==> config.mk <==
export PLATFORM = sky130hd
export DESIGN_NAME = seg7_scan_ctrl_flat
export DESIGN_NICKNAME = d
export VERILOG_FILES = /design/src/rtl/seg7_scan_ctrl_pkg.sv /design/src/rtl/seg7_scan_ctrl_if.sv /design/src/rtl/seg7_scan_ctrl_sevendec.sv /design/src/rtl/seg7_scan_ctrl.sv /design/src/flat_wrapper.sv
export SDC_FILE = /design/constraint.sdc
export NUM_CORES = 1
export LEC_CHECK = 0
export BUFFER_PORTS_ARGS = -buffer_cell sky130_fd_sc_hd__buf_2
export CORE_MARGIN = 2
export CORE_UTILIZATION = 45
export DETAILED_ROUTE_END_ITERATION = 10
export PLACE_DENSITY_LB_ADDON = 0.12
export SLEW_MARGIN = 20
export SYNTH_ARGS = -nofsm -noshare
export SYNTH_HDL_FRONTEND = slang
export SYNTH_SLANG_ARGS = --single-unit
==> constraint.sdc <==
create_clock -name clk -period 3 [get_ports clk]
set_input_delay 0.45 -clock clk [delete_from_list [all_inputs] [get_ports clk]]
set_output_delay 0.45 -clock clk [all_outputs]
set_load 0.01 [all_outputs]
==> src/rtl/seg7_scan_ctrl_pkg.sv <==
// Shared types and constants for the 7-segment scan controller.
// Latency: n/a (declarations only).
// Backpressure: n/a (declarations only).
package seg7_scan_ctrl_pkg;

  // Scan FSM encoding kept as plain constants so older tools can consume it.
  typedef logic [1:0] state_t;
  localparam state_t ST_IDLE  = 2'd0;
  localparam state_t ST_BLANK = 2'd1;
  localparam state_t ST_DRIVE = 2'd2;

  // Off values in the internal active-high domain; polarity is applied at the
  // output registers only.
  localparam logic [7:0] SEG_OFF = 8'h00;
  localparam logic       DIG_OFF = 1'b0;

  // Bits needed to count 0..value-1, never less than one bit.
  function automatic int clog2(input int value);
    int w;
    w = 1;
    while ((1 << w) < value) begin
      w = w + 1;
    end
    return w;
  endfunction

endpackage

==> src/rtl/seg7_scan_ctrl_if.sv <==
// Host-side bundle of the scan controller: digit data in, display lines out.
// Latency: n/a (wiring only).
// Backpressure: none; load is a single-cycle strobe that is always accepted.
interface seg7_scan_ctrl_if #(
  parameter int NUM_DIGITS = 4
);

  logic                      enable;
  logic                      load;
  logic [4*NUM_DIGITS-1:0]   din;
  logic [NUM_DIGITS-1:0]     dot_in;
  logic                      blank_lz;
  logic [7:0]                seg_out;
  logic [NUM_DIGITS-1:0]     dig_sel;
  logic                      frame_start;

  // Host drives data and control, observes the display lines.
  modport master (
    output enable, load, din, dot_in, blank_lz,
    input  seg_out, dig_sel, frame_start
  );

  // Controller consumes data and control, drives the display lines.
  modport slave (
    input  enable, load, din, dot_in, blank_lz,
    output seg_out, dig_sel, frame_start
  );

endinterface

==> src/rtl/seg7_scan_ctrl_sevendec.sv <==
// Hex nibble to 7-segment code, active-high, bit0=a .. bit6=g, bit7=dot.
// Latency: combinational.
// Backpressure: none.
module seg7_scan_ctrl_sevendec (
  input  logic [3:0] nib_i,
  input  logic       dot_i,
  output logic [7:0] seg_o
);

  logic [6:0] seg_code;

  // Segment lookup for 0-9 and A, b, C, d, E, F.
  always_comb begin
    seg_code = 7'h00;
    case (nib_i)
      4'h0: seg_code = 7'h3F;
      4'h1: seg_code = 7'h06;
      4'h2: seg_code = 7'h5B;
      4'h3: seg_code = 7'h4F;
      4'h4: seg_code = 7'h66;
      4'h5: seg_code = 7'h6D;
      4'h6: seg_code = 7'h7D;
      4'h7: seg_code = 7'h07;
      4'h8: seg_code = 7'h7F;
      4'h9: seg_code = 7'h6F;
      4'hA: seg_code = 7'h77;
      4'hB: seg_code = 7'h7C;
      4'hC: seg_code = 7'h39;
      4'hD: seg_code = 7'h5E;
      4'hE: seg_code = 7'h79;
      4'hF: seg_code = 7'h71;
      default: seg_code = 7'h00;
    endcase
  end

  assign seg_o = {dot_i, seg_code};

endmodule

==> src/rtl/seg7_scan_ctrl.sv <==
// Time-multiplexed N-digit 7-segment scanner with double-buffered digit data.
// Latency: display lines follow the scan state by one clock; loads show at the next frame start.
// Backpressure: none; load strobes are always accepted, enable=0 stops scanning next cycle.
module seg7_scan_ctrl
  import seg7_scan_ctrl_pkg::*;
#(
  parameter int NUM_DIGITS     = 4,     // >= 2
  parameter int SCAN_DIV       = 1000,  // clocks per digit slot, >= 2
  parameter int BLANK_CYC      = 16,    // all-off clocks at slot start, 0..SCAN_DIV-1
  parameter int SEG_ACTIVE_LOW = 1,
  parameter int DIG_ACTIVE_LOW = 1
) (
  input  logic           clk,
  input  logic           rst_x,
  seg7_scan_ctrl_if.slave bus
);

  localparam int PW = clog2(SCAN_DIV);
  localparam int IW = clog2(NUM_DIGITS);

  localparam logic [PW-1:0] PRESC_LAST = PW'(SCAN_DIV - 1);
  // With no blanking gap the BLANK state is never entered, so its end value is unused.
  localparam logic [PW-1:0] BLANK_LAST = PW'((BLANK_CYC > 0) ? BLANK_CYC - 1 : 0);
  localparam logic [IW-1:0] IDX_LAST   = IW'(NUM_DIGITS - 1);

  // Every slot begins in BLANK unless the gap is disabled.
  localparam state_t SLOT_START = (BLANK_CYC > 0) ? ST_BLANK : ST_DRIVE;

  // Output inversion masks applied only at the output registers.
  localparam logic [7:0]            SEG_POL = (SEG_ACTIVE_LOW != 0) ? 8'hFF : 8'h00;
  localparam logic [NUM_DIGITS-1:0] DIG_POL = (DIG_ACTIVE_LOW != 0) ? {NUM_DIGITS{1'b1}}
                                                                     : {NUM_DIGITS{1'b0}};

  // One buffer image: per-digit nibble and dot plus the leading-zero blank flag.
  typedef struct packed {
    logic [NUM_DIGITS-1:0][3:0] nib;
    logic [NUM_DIGITS-1:0]      dot;
    logic                       blz;
  } buf_t;

  state_t                state_q, state_d;
  logic [PW-1:0]         presc_q, presc_d;
  logic [IW-1:0]         idx_q,   idx_d;
  logic                  fs_q,    fs_d;

  buf_t                  ld_val;
  buf_t                  sh_q, sh_d;     // host-visible shadow
  buf_t                  dp_q, dp_d;     // image currently being scanned

  logic [3:0]            cur_nib;
  logic                  cur_dot;
  logic [7:0]            dec_seg;
  logic [NUM_DIGITS-1:0] lz_mask;
  logic [NUM_DIGITS-1:0] dig_hot;
  logic [7:0]            seg_hi;
  logic [NUM_DIGITS-1:0] dig_hi;
  logic [7:0]            seg_q;
  logic [NUM_DIGITS-1:0] dig_q;

  assign ld_val = {bus.din, bus.dot_in, bus.blank_lz};

  // Slot timer and scan FSM: prescaler spans the whole slot, BLANK then DRIVE.
  always_comb begin
    state_d = state_q;
    presc_d = presc_q;
    idx_d   = idx_q;
    fs_d    = 1'b0;
    if (!bus.enable) begin
      state_d = ST_IDLE;
      presc_d = '0;
      idx_d   = '0;
    end else begin
      case (state_q)
        ST_IDLE: begin
          state_d = SLOT_START;
          presc_d = '0;
          idx_d   = '0;
          fs_d    = 1'b1;
        end
        ST_BLANK: begin
          presc_d = presc_q + PW'(1);
          if (presc_q == BLANK_LAST) begin
            state_d = ST_DRIVE;
          end
        end
        ST_DRIVE: begin
          if (presc_q == PRESC_LAST) begin
            presc_d = '0;
            state_d = SLOT_START;
            if (idx_q == IDX_LAST) begin
              idx_d = '0;
              fs_d  = 1'b1;
            end else begin
              idx_d = idx_q + IW'(1);
            end
          end else begin
            presc_d = presc_q + PW'(1);
          end
        end
        default: begin
          state_d = ST_IDLE;
          presc_d = '0;
          idx_d   = '0;
        end
      endcase
    end
  end

  // Double buffer: shadow takes every load; the scanned image changes only while
  // idle or at a frame start, where a coincident load wins over the old shadow.
  always_comb begin
    sh_d = sh_q;
    dp_d = dp_q;
    if (bus.load) begin
      sh_d = ld_val;
    end
    if (bus.load && ((state_q == ST_IDLE) || fs_d)) begin
      dp_d = ld_val;
    end else if (fs_d) begin
      dp_d = sh_q;
    end
  end

  // Leading-zero mask: a digit blanks only if it and every digit above it are
  // a zero nibble without a dot; digit 0 always shows.
  always_comb begin
    logic lz_run;
    lz_mask = '0;
    lz_run  = dp_q.blz;
    for (int k = NUM_DIGITS - 1; k >= 1; k--) begin
      lz_run     = lz_run & (dp_q.nib[k] == 4'h0) & ~dp_q.dot[k];
      lz_mask[k] = lz_run;
    end
  end

  assign cur_nib = dp_q.nib[idx_q];
  assign cur_dot = dp_q.dot[idx_q];
  assign dig_hot = NUM_DIGITS'(1) << idx_q;

  seg7_scan_ctrl_sevendec u_dec (
    .nib_i (cur_nib),
    .dot_i (cur_dot),
    .seg_o (dec_seg)
  );

  // Active-high display value: only DRIVE lights anything.
  always_comb begin
    seg_hi = SEG_OFF;
    dig_hi = {NUM_DIGITS{DIG_OFF}};
    if (state_q == ST_DRIVE) begin
      dig_hi = dig_hot;
      if (!lz_mask[idx_q]) begin
        seg_hi = dec_seg;
      end
    end
  end

  // Scan state registers.
  always_ff @(posedge clk or negedge rst_x) begin
    if (!rst_x) begin
      state_q <= ST_IDLE;
      presc_q <= '0;
      idx_q   <= '0;
      fs_q    <= 1'b0;
    end else begin
      state_q <= state_d;
      presc_q <= presc_d;
      idx_q   <= idx_d;
      fs_q    <= fs_d;
    end
  end

  // Shadow and scanned-image registers.
  always_ff @(posedge clk or negedge rst_x) begin
    if (!rst_x) begin
      sh_q <= '0;
      dp_q <= '0;
    end else begin
      sh_q <= sh_d;
      dp_q <= dp_d;
    end
  end

  // Output registers with polarity applied, so the pins never glitch.
  always_ff @(posedge clk or negedge rst_x) begin
    if (!rst_x) begin
      seg_q <= SEG_OFF ^ SEG_POL;
      dig_q <= {NUM_DIGITS{DIG_OFF}} ^ DIG_POL;
    end else begin
      seg_q <= seg_hi ^ SEG_POL;
      dig_q <= dig_hi ^ DIG_POL;
    end
  end

  assign bus.seg_out     = seg_q;
  assign bus.dig_sel     = dig_q;
  assign bus.frame_start = fs_q;

endmodule

==> src/flat_wrapper.sv <==
// flat-port wrapper written by rule: the top's interface ports become plain ports
module seg7_scan_ctrl_flat import seg7_scan_ctrl_pkg::*;
#(
  parameter int NUM_DIGITS     = 4,            
  parameter int SCAN_DIV       = 1000,                                
  parameter int BLANK_CYC      = 16,                                                  
  parameter int SEG_ACTIVE_LOW = 1,
  parameter int DIG_ACTIVE_LOW = 1
)
  (clk, rst_x, bus_enable, bus_load, bus_din, bus_dot_in, bus_blank_lz, bus_seg_out, bus_dig_sel, bus_frame_start);
  seg7_scan_ctrl_if #(.NUM_DIGITS(NUM_DIGITS)) bus_i ();
  input  logic clk;
  input  logic rst_x;
  input wire logic [$bits(bus_i.enable)-1:0] bus_enable;
  input wire logic [$bits(bus_i.load)-1:0] bus_load;
  input wire logic [$bits(bus_i.din)-1:0] bus_din;
  input wire logic [$bits(bus_i.dot_in)-1:0] bus_dot_in;
  input wire logic [$bits(bus_i.blank_lz)-1:0] bus_blank_lz;
  output wire logic [$bits(bus_i.seg_out)-1:0] bus_seg_out;
  output wire logic [$bits(bus_i.dig_sel)-1:0] bus_dig_sel;
  output wire logic [$bits(bus_i.frame_start)-1:0] bus_frame_start;
  assign bus_i.enable = bus_enable;
  assign bus_i.load = bus_load;
  assign bus_i.din = bus_din;
  assign bus_i.dot_in = bus_dot_in;
  assign bus_i.blank_lz = bus_blank_lz;
  assign bus_seg_out = bus_i.seg_out;
  assign bus_dig_sel = bus_i.dig_sel;
  assign bus_frame_start = bus_i.frame_start;
  seg7_scan_ctrl #(.NUM_DIGITS(NUM_DIGITS), .SCAN_DIV(SCAN_DIV), .BLANK_CYC(BLANK_CYC), .SEG_ACTIVE_LOW(SEG_ACTIVE_LOW), .DIG_ACTIVE_LOW(DIG_ACTIVE_LOW)) u_core (.clk(clk), .rst_x(rst_x), .bus(bus_i));
endmodule
Yosys cells after proc, flatten, opt, wreduce, memory -nomap -nowiden
Memories as Yosys holds them, arrays and structs flattened.
Cells that the tools add are included.
W data, S select, Z words.

word-level totals
  register bits after elaboration = 69
  output and inout port bits = 13
  word-level logic and storage cells = 77
  memories kept = 1
  RAM bits = 0
  bits in latches = 0
  bits of input ports = 25
  bits in read-only memories = 112

operators by class
  add/sub/neg operators = 2
  eq/ne operators = 8
  $lt $le $gt $ge = 1
  bitwise logic cells = 11
  multipliers = 0
  multiplexer cells = 26
  div/mod/pow operators = 0
  shift-type cells = 1
  reduce and logical (&&, ||, !) cells = 9

memory list
  memory            depth  bits a word  rd ports  clocked after Yosys merged registers in  wr ports  line                           source
  (name not given)  16     7            1         0                                        0         seg7_scan_ctrl_sevendec.sv:15  case (nib_i)

operators by type and width
  operator                 number
  $mux W21                 2
  $mux W10                 2
  $pmux W10 S2             1
  $mux W8                  2
  $logic_not A4 Y1         3
  $mux W2                  6
  $add A10 B1 Y10 const B  1
  $eq A10 B10 Y1 const B   1
  $eq A10 B4 Y1 const B    1
  $bmux W4 S2              1
  $mux W4                  2
  $not A8 Y8               1
  $and A1 B1 Y1            6
  $ne A3 B2 Y1 const B     2
  $pmux W2 S3              1
  $mux W1                  5
  $bmux W1 S2              2
  $eq A2 B2 Y1 const B     2
  $not A4 Y4               1
  $pmux W2 S2              1
  $reduce_and A2 Y1        2
  $shl A1 B2 Y4 const A    1
  $lt A2 B3 Y1 const B     1
  $not A1 Y1               3
  other kinds (8)          8

Depth between registers and ports, before layout
  depth in word-level cells = 12
  depth in mapped cells = 8
  depth with buffers taken out = 6

Hierarchy
From an unflattened synthesis, not the netlist that was laid out.

unflattened totals
  cell total of the unflattened synthesis = 294
  area total of the unflattened synthesis = 3540.9 um^2

by module, submodules not included
  module                   cells an instance  instances  seq. area each (um^2)  area an instance (um^2)
  seg7_scan_ctrl           260                1          1741.7                 3250.6
  seg7_scan_ctrl_sevendec  34                 1          0.0                    290.3

Worst setup path after synthesis
Ideal clock, no wire load.

  path type = register -> register
  from = register u_core.idx_q[0]
  to = register u_core.seg_q[0] (netlist: u_core.bus.seg_out[0])
  data arrival time = 2.150 ns
  path slack = 0.746 ns
  path buffers = 1
  cell stages (with the launch flop) = 7
  period minus slack after synthesis = 2.254 ns
  cells stage by stage = dfrtp_1 buf_2 mux4_1 ha_1 or3_2 a21oi_1 o31ai_1

between the ends
  longest elaborated chain between the ends = 6
  elaborated cells between the ends (all ways) = 8

RTL lines
  what                           line                   source
  start: declaration             seg7_scan_ctrl.sv:43   logic [IW-1:0] idx_q, idx_d;
  start signal: assignment       seg7_scan_ctrl.sv:168  idx_q <= idx_d;
  $bmux W4 S2                    seg7_scan_ctrl.sv:136  assign cur_nib = dp_q.nib[idx_q];
  $mux W4 (implied by the code)  seg7_scan_ctrl.sv:136
  $mem_v2 Z16 W7                 --
  $mux W8 *                      seg7_scan_ctrl.sv:152  if (!lz_mask[idx_q]) begin
  $mux W8 *                      seg7_scan_ctrl.sv:150  if (state_q == ST_DRIVE) begin
  $not A8 Y8 (no source line) *  --
  end signal: assignment         seg7_scan_ctrl.sv:187  seg_q <= SEG_OFF ^ SEG_POL;
  end signal: assignment         seg7_scan_ctrl.sv:190  seg_q <= seg_hi ^ SEG_POL;
  end: declaration               seg7_scan_ctrl.sv:57   logic [7:0] seg_q;

Mark *: on every way between the ends. The rest lies on a longest branch, timed or not. The select of a mux whose other input is x is not followed.
A chain may end at the register's enable or synchronous reset.

Worst setup path in the final report
Ends and elaborated chain as after synthesis.

==> flow_summary.rst <==
.. list-table::
   :header-rows: 1

   * - Metric
     - Value
   * - Core box area
     - ~7600 um^2
   * - CTS H-tree lvls
     - 3
   * - Outcome
     - finished clean
   * - Max-slew violation total from the final report
     - 0
   * - Synthesis-to-layout area growth
     - 12.4%
   * - Yosys warning count
     - 0
   * - Length of routed wiring on met1
     - between 3000 and 4000 um
   * - Number of antenna violations at the first check in global routing
     - 0
   * - All-layer global routing usage
     - 17.1%
   * - Share of synthesized registers carrying an async set or reset
     - 100%
   * - Most used flip-flop cell after synthesis
     - sky130_fd_sc_hd__dfrtp_1
   * - Fill count
     - ~700
   * - Post-Layout Cell Count
     - approximately 450
   * - Root cell of the clock tree
     - sky130_fd_sc_hd__clkbuf_8
   * - Buffer and inverter count on the worst path
     - 0
   * - Global-route wire length before repair
     - ~12000 um
   * - Total via count after detailed routing
     - roughly 2400
   * - Die area
     - 8570 um^2
   * - CTS resizes
     - 0
   * - Diodes inserted
     - 0
   * - Drt drc
     - 0
   * - Post-Route Skew
     - just under 0.007 ns
   * - Starting Density
     - a little under half
   * - Actual slew at the worst max-slew pin
     - 0.752 ns
   * - Critical Path Source Type
     - flop
   * - Maximum number of pins on one net before global-route repair
     - 45
   * - Detailed route wirelength on metal2
     - 3000 um
   * - Most frequent cells in the layout
     - sky130_fd_sc_hd__dfrtp_1 (57), sky130_fd_sc_hd__nand2_1 (37), sky130_fd_sc_hd__buf_2 (37)
   * - Netlist area before placement
     - roughly 3500 um^2
   * - Slew HR
     - 49.6%
   * - Largest stage delay on the critical path
     - approximately 0.73 ns
   * - Power Density
     - 811 nW/um^2
   * - Synthesized flop and latch total
     - just under 70
   * - Critical path peak fanout
     - 9
   * - Post-synthesis cell type with the largest combined area
     - sky130_fd_sc_hd__dfrtp_1
   * - Final core area utilization
     - 51.9%
   * - Setup fix buffers added after clock tree synthesis
     - 0
   * - Clock period minus final worst setup slack
     - 2.47 ns
   * - Port Buf Inserts
     - 37
   * - Clock slew at reported path FFs
     - roughly 0.07 ns
   * - Post-DRT Antenna Nets
     - 0
   * - Post-Syn Instances
     - roughly 300
   * - TritonCTS clock tree
     - done
   * - Crit path DAT
     - between 2 and 3 ns
   * - Die height
     - slightly above 90 um
   * - Post-layout nets
     - roughly 380
   * - Setup total negative slack
     - 0 ns
   * - Routed WL per cell
     - between 10 and 15 um
   * - Via-per-instance ratio
     - 5.30
   * - Iteration-0 DRC Markers
     - 76
   * - Portion of the clock cycle consumed by the worst path in the final layout
     - 82.4%
   * - CTS buffer count
     - 9
   * - Quantity of hold-fixing buffers added after cts
     - 0
   * - RSZ-0062 raised after global routing
     - false
   * - Number of maximum-capacitance constraint violations
     - 0
   * - Area share of the leading cell type in the synthesized netlist
     - around 40%
   * - Number of cells in the design after placement
     - between 400 and 500
   * - Source-to-sink clock delay at the later pin of the worst-skew pair
     - roughly 0.34 ns
   * - Final count of negative-setup-slack endpoints
     - 0
   * - Routed wire length on met3
     - about 320 um
   * - Setup CP Type
     - reg2reg
   * - Share of synthesized area occupied by flip-flops and latches
     - around half
   * - Synthesized net count
     - 340
   * - Number of sinks driven by the clock tree
     - approximately 70
   * - Maximum buffer depth of the clock tree
     - 2
   * - Worst voltage drop across the vdd grid
     - 366 uV
   * - Drt total wl
     - around 6700 um
   * - Final design instance area without fill
     - between 3000 and 4000 um^2
   * - DPL Wire Length
     - ~4700 um
   * - Crit-path leading delay family
     - multiplexers
   * - Uppermost routed layer
     - met4
   * - Count of endpoints failing hold in the final timing report
     - 0
   * - Number of rows created at floorplan
     - 32
   * - Width of the die
     - 92.6 um
   * - Boundary pin count
     - 38
   * - Via count of the first global-routing pass
     - between 2000 and 2500
   * - Endpoint required time on the critical path
     - 3.23 ns
   * - Instance area after placement
     - ~3800 um^2
   * - Fraction of layout instances using a drive strength above 1
     - 35.8%
   * - Count of flip-flops with a built-in enable after synthesis
     - 0
   * - Ordered list of cells on the worst path
     - mux4_1 > ha_1 > or3_2 > a21oi_1 > o31ai_1
   * - Number of different library cells in the post-synthesis netlist
     - between 50 and 60
   * - Static leakage
     - ~1.7 nW
   * - Max frequency
     - around 400 MHz
   * - Slowest cell on crit path
     - sky130_fd_sc_hd__mux4_1
   * - Hold/Removal Path Class
     - in2async
   * - Endpoint kind of the worst setup timing path
     - flop
   * - Leading cell type in the layout, fill and taps excluded
     - sky130_fd_sc_hd__dfrtp_1
   * - Residual overflow from global routing
     - 0
   * - Cell types with the largest area share after synthesis
     - sky130_fd_sc_hd__dfrtp_1 (40%), sky130_fd_sc_hd__dfstp_2 (8.9%), sky130_fd_sc_hd__mux2_2 (7.0%)
   * - RePlAce Congestion
     - approximately 0.8
   * - DR pass1 iterations
     - 4
   * - Syn avg cell area
     - about 12 um^2
power by group:
| group | switching (W) | total, W | leakage [nW] | internal [W] |
|---|---|---|---|---|
| Clock | 0.000344 | 0.000656 | 0.0877 | 0.000312 |
| Sequential | 0.000188 | 0.00136 | 0.809 | 0.00118 |
| Combinational | 0.000604 | 0.00120 | 0.776 | 0.000593 |
synth_stat cells (all sizes together), types with 3 or more instances:
| master | instances |
|---|---|
| a21oi | 3 |
| buf | 11 |
| clkbuf | 4 |
| dfrtp | 57 |
| dfstp | 12 |
| ha | 14 |
| inv | 9 |
| mux2 | 24 |
| mux2i | 11 |
| mux4 | 5 |
| nand2 | 37 |
| nand3 | 11 |
| nor2 | 36 |
| nor3 | 3 |
| o221a | 20 |
| xnor2 | 5 |
| xor2 | 7 |
state kept, by name, summed over array words and instances (netlist names):
register,count
u_core.dp_q,21
u_core.sh_q,21
u_core.presc_q,10
u_core.bus.seg_out,8
u_core.bus.dig_sel,4
u_core.idx_q,2
u_core.state_q,2
u_core.bus.frame_start,1
path summary, 6_finish.rpt:
| kind | from | endpoint | slack, ns | cells after the start |
|---|---|---|---|---|
| max | u_core.idx_q[0] | u_core.bus.seg_out[0] | 0.53 | 5 |
| min | rst_x | u_core.presc_q[3] | 0.07 | 1 |
| max reg2reg | u_core.idx_q[0] | u_core.bus.seg_out[0] | 0.53 | 5 |
| min reg2reg | u_core.presc_q[0] | u_core.presc_q[0] | 0.48 | 1 |
| max in group asynchronous | rst_x | u_core.bus.seg_out[5] | 2.19 | 2 |
| min in group clk | bus_din[8] | u_core.sh_q[13] | 0.35 | 2 |
cell families after synthesis:
kind of cell / count (synthesis) / share of synthesized area [%]
compound gates: 39 / 11.1
xor+xnor: 12 / 2.98
fa+ha+maj: 14 / 4.96
buf+inv: 24 / 3.47
flops: 69 / 49.3
mux: 40 / 15.0
simple gates: 103 / 13.2
per-stage QoR:
stage	worst slack, ns	total power (W)	hold WS, ns
detailed placement	0.561	0.00258	0.460
global placement	0.593	0.00256	0.451
floorplan	0.746	0.00227	0.154
CTS	0.541	0.00325	0.0892
global route	0.410	0.00345	0.0976
finish	0.528	0.00322	0.0733
metal layers:
metal | up-vias | GRT usage, %
met5 | - | 0
met4 | 0 | 6.84
met3 | 7 | 4.96
met2 | 41 | 25.6
met1 | 1156 | 23.4
li1 | 1159 | -
area by class of cell:
| class | count | area (um^2) | area share, % |
|---|---|---|---|
| Clock buffer | 10 | 138 | 3.47 |
| Multi-Input combinational cell | 208 | 1670 | 42.0 |
| Tap cell | 102 | 128 | 3.22 |
| Clock inverter | 5 | 27.5 | 0.694 |
| Inverter | 9 | 36.3 | 0.915 |
| Sequential cell | 69 | 1740 | 43.9 |
| Timing Repair Buffer | 43 | 230 | 5.80 |
Power figures use the tool's default switching activity.
